File: src/rtl/fft_ctrl_pkg.sv
// Shared types and sizes for the FFT frame sequencer.
//  LANES/BEATS : frame geometry (512 points = 16 lanes x 32 beats)
//  IN_W/OUT_W  : sample widths into and out of top_fft_module
//  seq_state_t : sequencer FSM state encoding
//  in_beat_t / out_beat_t : one beat of lane data (lane k at [k])
package fft_ctrl_pkg;

  localparam int LANES = 16;
  localparam int BEATS = 32;
  localparam int IN_W  = 9;
  localparam int OUT_W = 13;

  typedef enum logic [2:0] {
    IDLE     = 3'd0,
    FEED     = 3'd1,
    WAIT_OUT = 3'd2,
    UNLOAD   = 3'd3,
    GAP      = 3'd4
  } seq_state_t;

  typedef logic [LANES-1:0][IN_W-1:0]  in_beat_t;
  typedef logic [LANES-1:0][OUT_W-1:0] out_beat_t;

endpackage

File: src/rtl/fft_seq_timer.sv
// Loadable down-counter shared by the WAIT_OUT timeout and the GAP hold.
//  clk, rstn   : clock, asynchronous active-low reset
//  i_load      : load i_load_val (has priority over counting)
//  i_load_val  : value to load; o_done fires after i_load_val+1 run cycles
//  i_run       : count down while high; holds at zero
//  o_done      : combinational pulse while running with the count at zero
module fft_seq_timer #(
  parameter int W = 8
) (
  input  logic         clk,
  input  logic         rstn,
  input  logic         i_load,
  input  logic [W-1:0] i_load_val,
  input  logic         i_run,
  output logic         o_done
);

  logic [W-1:0] r_count;

  // Counter register: load, then count down to zero and stay there.
  always_ff @(posedge clk or negedge rstn) begin
    if (!rstn) begin
      r_count <= '0;
    end else if (i_load) begin
      r_count <= i_load_val;
    end else if (i_run && (r_count != '0)) begin
      r_count <= r_count - W'(1);
    end else begin
      r_count <= r_count;
    end
  end

  assign o_done = i_run && (r_count == '0);

endmodule

File: src/rtl/fft_frame_sequencer.sv
// Frame controller around top_fft_module: feeds one 32-beat frame as a
// contiguous fft_valid_in burst, collects the 32-beat result, marks the last
// beat and keeps status counters and sticky error flags.
//  clk, rstn                     : clock, asynchronous active-low reset
//  enable, clear_err             : frame start permission, sticky flag clear
//  s_valid/s_ready/s_re/s_im     : upstream beat handshake and data
//  fft_valid_in/fft_re/fft_im    : burst towards the FFT core
//  fft_valid_out/fft_dre/fft_dim : result burst from the FFT core
//  m_valid/m_re/m_im/m_last      : result beats downstream (no backpressure)
//  busy, frame_cnt, err_*        : status
module fft_frame_sequencer
  import fft_ctrl_pkg::*;
#(
  parameter int TMO_CYC = 255,
  parameter int GAP_CYC = 2
) (
  input  logic        clk,
  input  logic        rstn,
  input  logic        enable,
  input  logic        clear_err,
  input  logic        s_valid,
  output logic        s_ready,
  input  in_beat_t    s_re,
  input  in_beat_t    s_im,
  output logic        fft_valid_in,
  output in_beat_t    fft_re,
  output in_beat_t    fft_im,
  input  logic        fft_valid_out,
  input  out_beat_t   fft_dre,
  input  out_beat_t   fft_dim,
  output logic        m_valid,
  output out_beat_t   m_re,
  output out_beat_t   m_im,
  output logic        m_last,
  output logic        busy,
  output logic [15:0] frame_cnt,
  output logic        err_underflow,
  output logic        err_timeout,
  output logic        err_short
);

  localparam logic [4:0] LAST_BEAT = 5'(BEATS - 1);
  localparam logic [7:0] TMO_LOAD  = 8'(TMO_CYC);
  localparam logic [7:0] GAP_LOAD  = 8'(GAP_CYC - 1);

  seq_state_t r_state;
  seq_state_t w_next_state;
  logic [4:0] r_beat_cnt;
  logic [4:0] r_out_cnt;
  logic       w_tmr_load;
  logic [7:0] w_tmr_val;
  logic       w_tmr_run;
  logic       w_tmr_done;
  logic       w_issue;
  logic       w_capture;
  logic       w_unload_last;
  logic       w_set_uf;
  logic       w_set_to;
  logic       w_set_sh;

  // s_ready follows the state directly so it drops on the first WAIT_OUT cycle.
  assign s_ready = (r_state == IDLE) ? enable : (r_state == FEED);

  // A beat goes to the FFT on the accepting IDLE cycle and every FEED cycle,
  // which yields exactly BEATS back-to-back fft_valid_in cycles.
  assign w_issue       = ((r_state == IDLE) && enable && s_valid) || (r_state == FEED);
  assign w_capture     = fft_valid_out && ((r_state == WAIT_OUT) || (r_state == UNLOAD));
  assign w_unload_last = (r_state == UNLOAD) && fft_valid_out && (r_out_cnt == LAST_BEAT);
  assign w_tmr_run     = (r_state == WAIT_OUT) || (r_state == GAP);
  assign w_set_uf      = (r_state == FEED) && !s_valid;
  assign w_set_to      = (r_state == WAIT_OUT) && !fft_valid_out && w_tmr_done;
  assign w_set_sh      = (r_state == UNLOAD) && !fft_valid_out;

  // Next-state logic; the timer is loaded on every entry into WAIT_OUT or GAP.
  always_comb begin
    w_next_state = r_state;
    w_tmr_load   = 1'b0;
    w_tmr_val    = 8'd0;
    case (r_state)
      IDLE: begin
        if (enable && s_valid) begin
          w_next_state = FEED;
        end else begin
          w_next_state = IDLE;
        end
      end
      FEED: begin
        if (r_beat_cnt == LAST_BEAT) begin
          w_next_state = WAIT_OUT;
          w_tmr_load   = 1'b1;
          w_tmr_val    = TMO_LOAD;
        end else begin
          w_next_state = FEED;
        end
      end
      WAIT_OUT: begin
        // A result beat arriving on the timeout cycle still wins.
        if (fft_valid_out) begin
          w_next_state = UNLOAD;
        end else if (w_tmr_done) begin
          w_next_state = GAP;
          w_tmr_load   = 1'b1;
          w_tmr_val    = GAP_LOAD;
        end else begin
          w_next_state = WAIT_OUT;
        end
      end
      UNLOAD: begin
        if (!fft_valid_out || w_unload_last) begin
          w_next_state = GAP;
          w_tmr_load   = 1'b1;
          w_tmr_val    = GAP_LOAD;
        end else begin
          w_next_state = UNLOAD;
        end
      end
      GAP: begin
        if (w_tmr_done) begin
          w_next_state = IDLE;
        end else begin
          w_next_state = GAP;
        end
      end
      default: begin
        w_next_state = IDLE;
      end
    endcase
  end

  fft_seq_timer #(.W(8)) u_timer (
    .clk        (clk),
    .rstn       (rstn),
    .i_load     (w_tmr_load),
    .i_load_val (w_tmr_val),
    .i_run      (w_tmr_run),
    .o_done     (w_tmr_done)
  );

  // State, beat counters and busy flag.
  always_ff @(posedge clk or negedge rstn) begin
    if (!rstn) begin
      r_state    <= IDLE;
      r_beat_cnt <= 5'd0;
      r_out_cnt  <= 5'd0;
      busy       <= 1'b0;
    end else begin
      r_state <= w_next_state;
      busy    <= (w_next_state != IDLE);
      case (r_state)
        IDLE:     r_beat_cnt <= w_issue ? 5'd1 : 5'd0;
        FEED:     r_beat_cnt <= (r_beat_cnt == LAST_BEAT) ? 5'd0 : r_beat_cnt + 5'd1;
        default:  r_beat_cnt <= 5'd0;
      endcase
      case (r_state)
        WAIT_OUT: r_out_cnt <= w_capture ? 5'd1 : 5'd0;
        UNLOAD:   r_out_cnt <= (w_capture && !w_unload_last) ? r_out_cnt + 5'd1 : 5'd0;
        default:  r_out_cnt <= 5'd0;
      endcase
    end
  end

  // Data registers: missing upstream beats and idle cycles drive zeros.
  always_ff @(posedge clk or negedge rstn) begin
    if (!rstn) begin
      fft_valid_in <= 1'b0;
      fft_re       <= '0;
      fft_im       <= '0;
      m_valid      <= 1'b0;
      m_re         <= '0;
      m_im         <= '0;
      m_last       <= 1'b0;
    end else begin
      fft_valid_in <= w_issue;
      fft_re       <= (w_issue && s_valid) ? s_re : '0;
      fft_im       <= (w_issue && s_valid) ? s_im : '0;
      m_valid      <= w_capture;
      m_re         <= w_capture ? fft_dre : '0;
      m_im         <= w_capture ? fft_dim : '0;
      m_last       <= w_unload_last;
    end
  end

  // Frame counter and sticky flags; a set in the clearing cycle wins.
  always_ff @(posedge clk or negedge rstn) begin
    if (!rstn) begin
      frame_cnt     <= 16'd0;
      err_underflow <= 1'b0;
      err_timeout   <= 1'b0;
      err_short     <= 1'b0;
    end else begin
      frame_cnt     <= w_unload_last ? frame_cnt + 16'd1 : frame_cnt;
      err_underflow <= w_set_uf || (err_underflow && !clear_err);
      err_timeout   <= w_set_to || (err_timeout && !clear_err);
      err_short     <= w_set_sh || (err_short && !clear_err);
    end
  end

endmodule

File: config.mk
export PLATFORM = sky130hd
export DESIGN_NAME = fft_frame_sequencer
export DESIGN_NICKNAME = d
export VERILOG_FILES = /design/src/rtl/fft_ctrl_pkg.sv /design/src/rtl/fft_seq_timer.sv /design/src/rtl/fft_frame_sequencer.sv
export SDC_FILE = /design/constraint.sdc
export NUM_CORES = 1
export LEC_CHECK = 0
export ABC_AREA = 0
export CAP_MARGIN = 20
export CORE_AREA = 2 2 554 556
export DETAILED_ROUTE_END_ITERATION = 8
export DIE_AREA = 0 0 556 558
export MAX_ROUTING_LAYER = met4
export RECOVER_POWER = 50
export SLEW_MARGIN = 5
export SYNTH_ARGS = -nofsm -noshare
export SYNTH_HDL_FRONTEND = slang
export SYNTH_SLANG_ARGS = --single-unit
File: constraint.sdc
create_clock -name clk -period 2.32 [get_ports clk]
set_input_delay 0.464 -clock clk [delete_from_list [all_inputs] [get_ports clk]]
set_output_delay 0.464 -clock clk [all_outputs]
set_load 0.01 [all_outputs]
==> metrics.cfg, run 1 <==
[run_status]
status = finished, violations left
violations = max-capacitance violations, max-slew violations

[drt]
drcViolationCount = 0
viasPerCell = 3.00
drtAntennaViolNets = 0
num_vias = 22325
first_pass_iters = 5
wl_per_cell_um = 33.3
drtIter0Drc = 1421
drt-total-wl_um = 248000

[placement]
portBuffers = 1437
place.gp.congestion = 1.00
hpwl_um = 217000

[worst_setup_path]
regToRegStartpoint = r_state[2]
cp_cell_sequence = clkdlybuf4s15_1
path_buf_inv = 1
worstPathRequired_ns = 1.86
crit_arrival_ns = 1.83
slowest_delay_ns = 0.69
slowest_stage = clkdlybuf4s15_1
reg2regPathDepth = 5
path_delay_family = buffers and inverters
r2r-end = m_im[146]
cp_max_fo = 1
path_class = reg2out
crit_path_end_kind = output pin
r2r_setup_slack_ns = 0.08
worst_setup_path_start_kind = flop

[layout]
fill_cells = 33648
layout_commonest_cell = clkdlybuf4s50_1
fin_nets = 3923
drive_gt1_frac = 0.0829
final_cell_mix = clkdlybuf4s50_1 (993), dfrtp_1 (746), and3_1 (711), dlygate4sd2_1 (410), clkbuf_16 (102)
syn2layout_area_growth_pct = 92.4

[power]
ir_worst_vdd_v = 0.000601
leakagePower_nw = 23.7
p_per_area_nw_per_um2 = 743

[timing]
skew_ns = 0.0766
fmax_ghz = 0.436
relSlewSlack = -0.0567
finalCriticalPeriod_ns = 2.29
drv_slew = 102
setup_viol_count_final = 0
timing.setup.tns_ns = 0
hold_slack_ns = 0.101
finalCritPeriodShare = 0.989
hold_viol = 0
rsz0062_at_grt = yes
worst_pin_slew_ns = 1.59

[job]
drv_cap = 1

[synth]
ys_seq_area_frac = 0.756
ys_ff_latch = 748
synthTopCellsByArea = dfrtp_1 (76%), and3_1 (18%), clkbuf_1 (2.3%)
syn-num-nets = 2478
synth_area_um2 = 24700
synthCells = 1761
synth_top_flop_cell = dfrtp_1
ys_warn_count = 0
synth_area_leader_cell = dfrtp_1
synth_cell_types = 45
yosys.area.top_type_share = 0.756
avgSynthCellArea_um2 = 14.1
synth_edf_count = 0
async_flop_share = 1.00

[clock_tree]
clk_pin_slew_ns = 0.06
cts_tree = built
root_buffer = clkbuf_16
clk_latency_ns = 0.85
clockBufferDepth = 4
clock-sinks = 748
cts-htree-levels = 3
numCtsBuffers = 102

[floorplan]
initial_core_util = 0.0813
dieArea_um2 = 310000
die_h_um = 558
rows = 203
ioPinCount = 1438
dieWidth_um = 556
core-area_um2 = 305000

[global_route]
grt-ovfl-total = 0
antenna_found_initial = 294
grt_use_met3 = 0.142
grt_use_total = 0.159
grt_max_degree = 183
use_met2 = 0.218
use_met1 = 0.150
grt_pass1_vias = 23544
grt-busiest-layer = met2
grt_pass1_wl_um = 298000

[hold_path]
hp-class = in2async

[flip-flops by register name, summed over array words and instances (netlist names)]
| signal | flops |
|---|---|
| r_beat_cnt | 5 |
| busy | 1 |
| err_underflow | 1 |
| m_valid | 1 |
| m_re | 208 |
| m_last | 1 |
| fft_valid_in | 1 |
| fft_im | 144 |
| frame_cnt | 16 |
| r_out_cnt | 5 |
| err_timeout | 1 |
| r_state | 3 |
| u_timer.r_count | 8 |
| m_im | 208 |
| fft_re | 144 |
| err_short | 1 |
[timing repair]
action | 4_1_cts | 5_1_grt
endpoints found under the setup margin | 444 | 13
resized for setup | 486 | 12
setup buffers | 2 | 1
hold buffers | 2 | 0
hold endpoints to repair | 303 | 0
[synthesized netlist by cell type, types with 3 or more instances]
cell type,instances
nand2b_1,4
nand3_1,8
xnor2_1,17
nand2_1,11
inv_1,8
dfrtp_1,748
o21ai_0,4
a21oi_1,4
clkbuf_1,151
nor4_1,4
nor2_1,12
xor2_1,9
nor3_1,6
buf_2,9
ha_1,7
and3_1,711
a211oi_1,3
nand4_1,7
[power by group]
group,leakage [nW],switching (mW),internal (mW)
registers,10.1,0.295,13.6
logic,11.9,2.39,2.21
clock network,1.75,6.81,10.0
[how the worst max path moves through the flow]
stage	start	endpoint	slack [ns]	cells after the start
finish	m_re[84]	m_re[84]	0.03	1
CTS	r_state[1]	s_ready	-0.06	3
global placement	r_out_cnt[0]	frame_cnt[7]	-0.02	7
detailed placement	r_out_cnt[0]	frame_cnt[7]	-0.04	7
global route	r_state[2]	s_ready	-0.03	3
floorplan	r_out_cnt[0]	busy	0.31	7
[worst register-to-register path: cells and delay by family, from the launching register on]
kind	cells	cell delay (ns)
flops	1	0.39
simple gates	2	0.61
buf+inv	3	1.16
[through the flow]
stage                     utilization  setup WS (ns)  instances  power, mW  area [um2]
after floorplan                     -          0.315       1761       15.3       24700
after global placement          0.145        -0.0163       7094       19.0       44300
after detailed placement        0.145        -0.0402       7094       19.1       44300
after CTS                       0.155        -0.0620       7279       36.2       47400
after global routing            0.156        -0.0331       7437       36.9       47600
final                           0.156         0.0266       7449       35.4       47600
[final cells by class]
type	count	area, um2	share of cell area
sequential	748	18700	0.393
timing repair buffer	1503	14500	0.305
multi-input combinational	843	5400	0.113
tap	3997	5000	0.105
clock buffer	124	2800	0.0587
clock inverter	57	714	0.0150
antenna	169	423	0.00888
inverter	8	30.0	0.000631
[routing by layer]
| layer | vias to the layer above | share of wire |
|---|---|---|
| met5 | - | 0 |
| met4 | 0 | 0.052 |
| li1 | 9215 | - |
| met2 | 1640 | 0.41 |
| met1 | 10951 | 0.33 |
| met3 | 519 | 0.21 |
[kinds of logic after synthesis]
group,synth area share
DFF,0.756
buffers and inverters,0.0262
xor gates and xnor gates,0.00920
adders and majority gates,0.00354
and+or+nand+nor,0.196
muxes,0.00131
AOI/OAI and AO/OA,0.00698
No activity file was read; power rests on OpenSTA's default activity.
==> run 2, diff against run 1 <==
--- a/config.mk
+++ b/config.mk
@@ -5,11 +5,11 @@
 export SDC_FILE = /design/constraint.sdc
 export NUM_CORES = 1
 export LEC_CHECK = 0
-export ABC_AREA = 0
+export ABC_AREA = 1
 export CAP_MARGIN = 20
-export CORE_AREA = 2 2 554 556
+export CORE_AREA = 2 2 556 558
 export DETAILED_ROUTE_END_ITERATION = 8
-export DIE_AREA = 0 0 556 558
+export DIE_AREA = 0 0 558 560
 export MAX_ROUTING_LAYER = met4
 export RECOVER_POWER = 50
 export SLEW_MARGIN = 5
==> metrics.cfg, run 2 <==
[timing]
finalCritPeriodShare = 0.981
fmax_ghz = 0.439
hold_viol = 0
finalCriticalPeriod_ns = 2.28
hold_slack_ns = 0.128
drv_slew = 18
worst_pin_slew_ns = 1.65
setup_viol_count_final = 0
skew_ns = 0.0814
relSlewSlack = -0.100

[floorplan]
rows = 204
ioPinCount = 1438
core-area_um2 = 307000
dieArea_um2 = 312000
die_h_um = 560
dieWidth_um = 558
initial_core_util = 0.0833

[drt]
drt-met1-wl_um = 74600
wl_per_cell_um = 28.6
drcViolationCount = 0
wl_met3_um = 56000
drtIter0Drc = 1272
drt-total-wl_um = 238000
first_pass_iters = 5
viasPerCell = 2.72
drtAntennaViolNets = 0
top_layer_used = met4
num_vias = 22594
dr_wl_met2_um = 99200

[synth]
synthCells = 2456
synth_top_family_by_area = simple AND/OR/NAND/NOR gates
ys_ff_latch = 748
synth_top_flop_cell = dfrtp_1
synth_xor_area_frac = 0.00611
ys_warn_count = 0
synthMuxAreaShare = 0
synth_area_leader_cell = dfrtp_1
synth_edf_count = 0
async_flop_share = 1.00
synth-adder-area-share = 0.00342
yosys.area.top_type_share = 0.732
ys_seq_area_frac = 0.732
yosys.area_share.simple = 0.130
synth_compound_area_frac = 0.00553
synthTopCellsByArea = dfrtp_1 (73%), inv_1 (11%), nor2_1 (11%)
synth_area_um2 = 25600
synth_cell_types = 33
syn-num-nets = 3173
avgSynthCellArea_um2 = 10.4
synth_common_cells = dfrtp_1 (748), inv_1 (737), nor2_1 (728)
synth_most_common_cell = dfrtp_1

[global_route]
grt_use_total = 0.152
grt_pass1_vias = 23566
grt_pass1_wl_um = 286000
antenna_found_initial = 255
grt-ovfl-total = 0
grt_max_degree = 72

[clock_tree]
root_buffer = clkbuf_16
clock-sinks = 748
numCtsBuffers = 99
clockBufferDepth = 4
clk_latency_ns = 0.85
clk_pin_slew_ns = 0.07
cts_tree = built
cts-htree-levels = 3

[worst_setup_path]
worstPathRequired_ns = 1.86
path_buf_inv = 1
slowest_delay_ns = 0.57
path_delay_family = buffers and inverters
cp_cell_sequence = clkdlybuf4s15_1
slowest_stage = clkdlybuf4s15_1
path_class = reg2out
crit_arrival_ns = 1.81
cp_max_fo = 1
crit_path_end_kind = output pin
worst_setup_path_start_kind = flop

[hold_path]
hp-class = in2reg

[run_status]
violations = max-capacitance violations, max-slew violations
status = finished, violations left

[placement]
hpwl_um = 210000
portBuffers = 1437
place_area_um2 = 45700
place.gp.congestion = 0.950

[layout]
reg_top3 = m_im (208), m_re (208)
drive_gt1_frac = 0.0735
layout_commonest_cell = clkdlybuf4s50_1
final_cell_mix = clkdlybuf4s50_1 (1034), dfrtp_1 (739), inv_1 (737), nor2_1 (729), dlygate4sd2_1 (345)
fin_nets = 4724
final_area_um2 = 48600
syn2layout_area_growth_pct = 89.9
final_util = 0.158

[power]
leakagePower_nw = 24.9
p_per_area_nw_per_um2 = 780
ir_worst_vdd_v = 0.000547

[job]
drv_cap = 1

==> run 2: worst paths after layout <==
path,start,endpoint,slack (ns),cells past startpoint
max reg2reg,r_state[0],fft_re[68],0.17,8
max,m_re[32],m_re[32],0.04,1
min reg2reg,r_out_cnt[0],r_out_cnt[0],0.52,1
min,fft_dre[157],m_re[157],0.13,3
min in group asynchronous,rstn,m_re[193],0.66,2
max in group asynchronous,rstn,r_state[1],0.27,4
==> run 2: cell families (layout without fill, tap and decap cells) <==
group           count (synthesis)  after routing
other cells                     0             97
compound gates                 22             22
flops                         748            748
fa+ha+maj                       7              7
xor+xnor                       17             17
simple gates                  844            844
buf+inv                       818           2446
==> run 2: layer usage <==
| metal | up-vias | global-route usage |
|---|---|---|
| li1 | 10000 | - |
| met4 | 0 | 0.0403 |
| met3 | 446 | 0.156 |
| met5 | - | - |
| met2 | 1556 | 0.223 |
| met1 | 10592 | 0.134 |
==> run 2: report_power, final <==
group | switching [mW] | internal (mW) | leakage [nW]
clock network | 6.78 | 9.02 | 1.58
logic | 4.17 | 3.18 | 13.2
registers | 0.616 | 14.1 | 10.2
==> run 2: repair_timing <==
| action | CTS | global route |
|---|---|---|
| pin swaps | 2 | 0 |
| buffers inserted | 6 | 0 |
| resized for setup | 459 | 6 |
| endpoints found under the setup margin | 387 | 6 |
| hold buffers | 1 | 0 |
| endpoints found under the hold margin | 69 | 0 |
==> run 2: worst reg2reg max path, stage by stage, from the launching register on <==
cell,delay [ns]
dfrtp_2,0.42
o21ai_4,0.16
inv_2,0.06
buf_6,0.12
clkbuf_1,0.14
nand2_8,0.07
buf_2,0.59
buf_12,0.35
nor2_1,0.08
==> run 2: cell type report <==
class | instances | area [um2]
Tap cell | 4120 | 5150
Timing Repair Buffer | 1528 | 14700
Antenna cell | 97 | 243
Multi-Input combinational cell | 890 | 3720
Sequential cell | 748 | 18700
Inverter | 740 | 2780
Fill cell | 34607 | 258000
Clock inverter | 53 | 542
Clock buffer | 125 | 2720
==> run 2: per-stage QoR <==
step	total power [mW]	TNS [ns]	worst slack, ns	instances
2_1_floorplan	16.9	0	0.633	2456
3_3_place_gp	23.0	0	0.133	8020
3_5_place_dp	23.0	0	0.116	8020
4_1_cts	38.9	-0.00357	-0.00357	8204
5_1_grt	39.6	-0.000245	-0.000245	8284
6_report	37.9	0	0.0443	8301
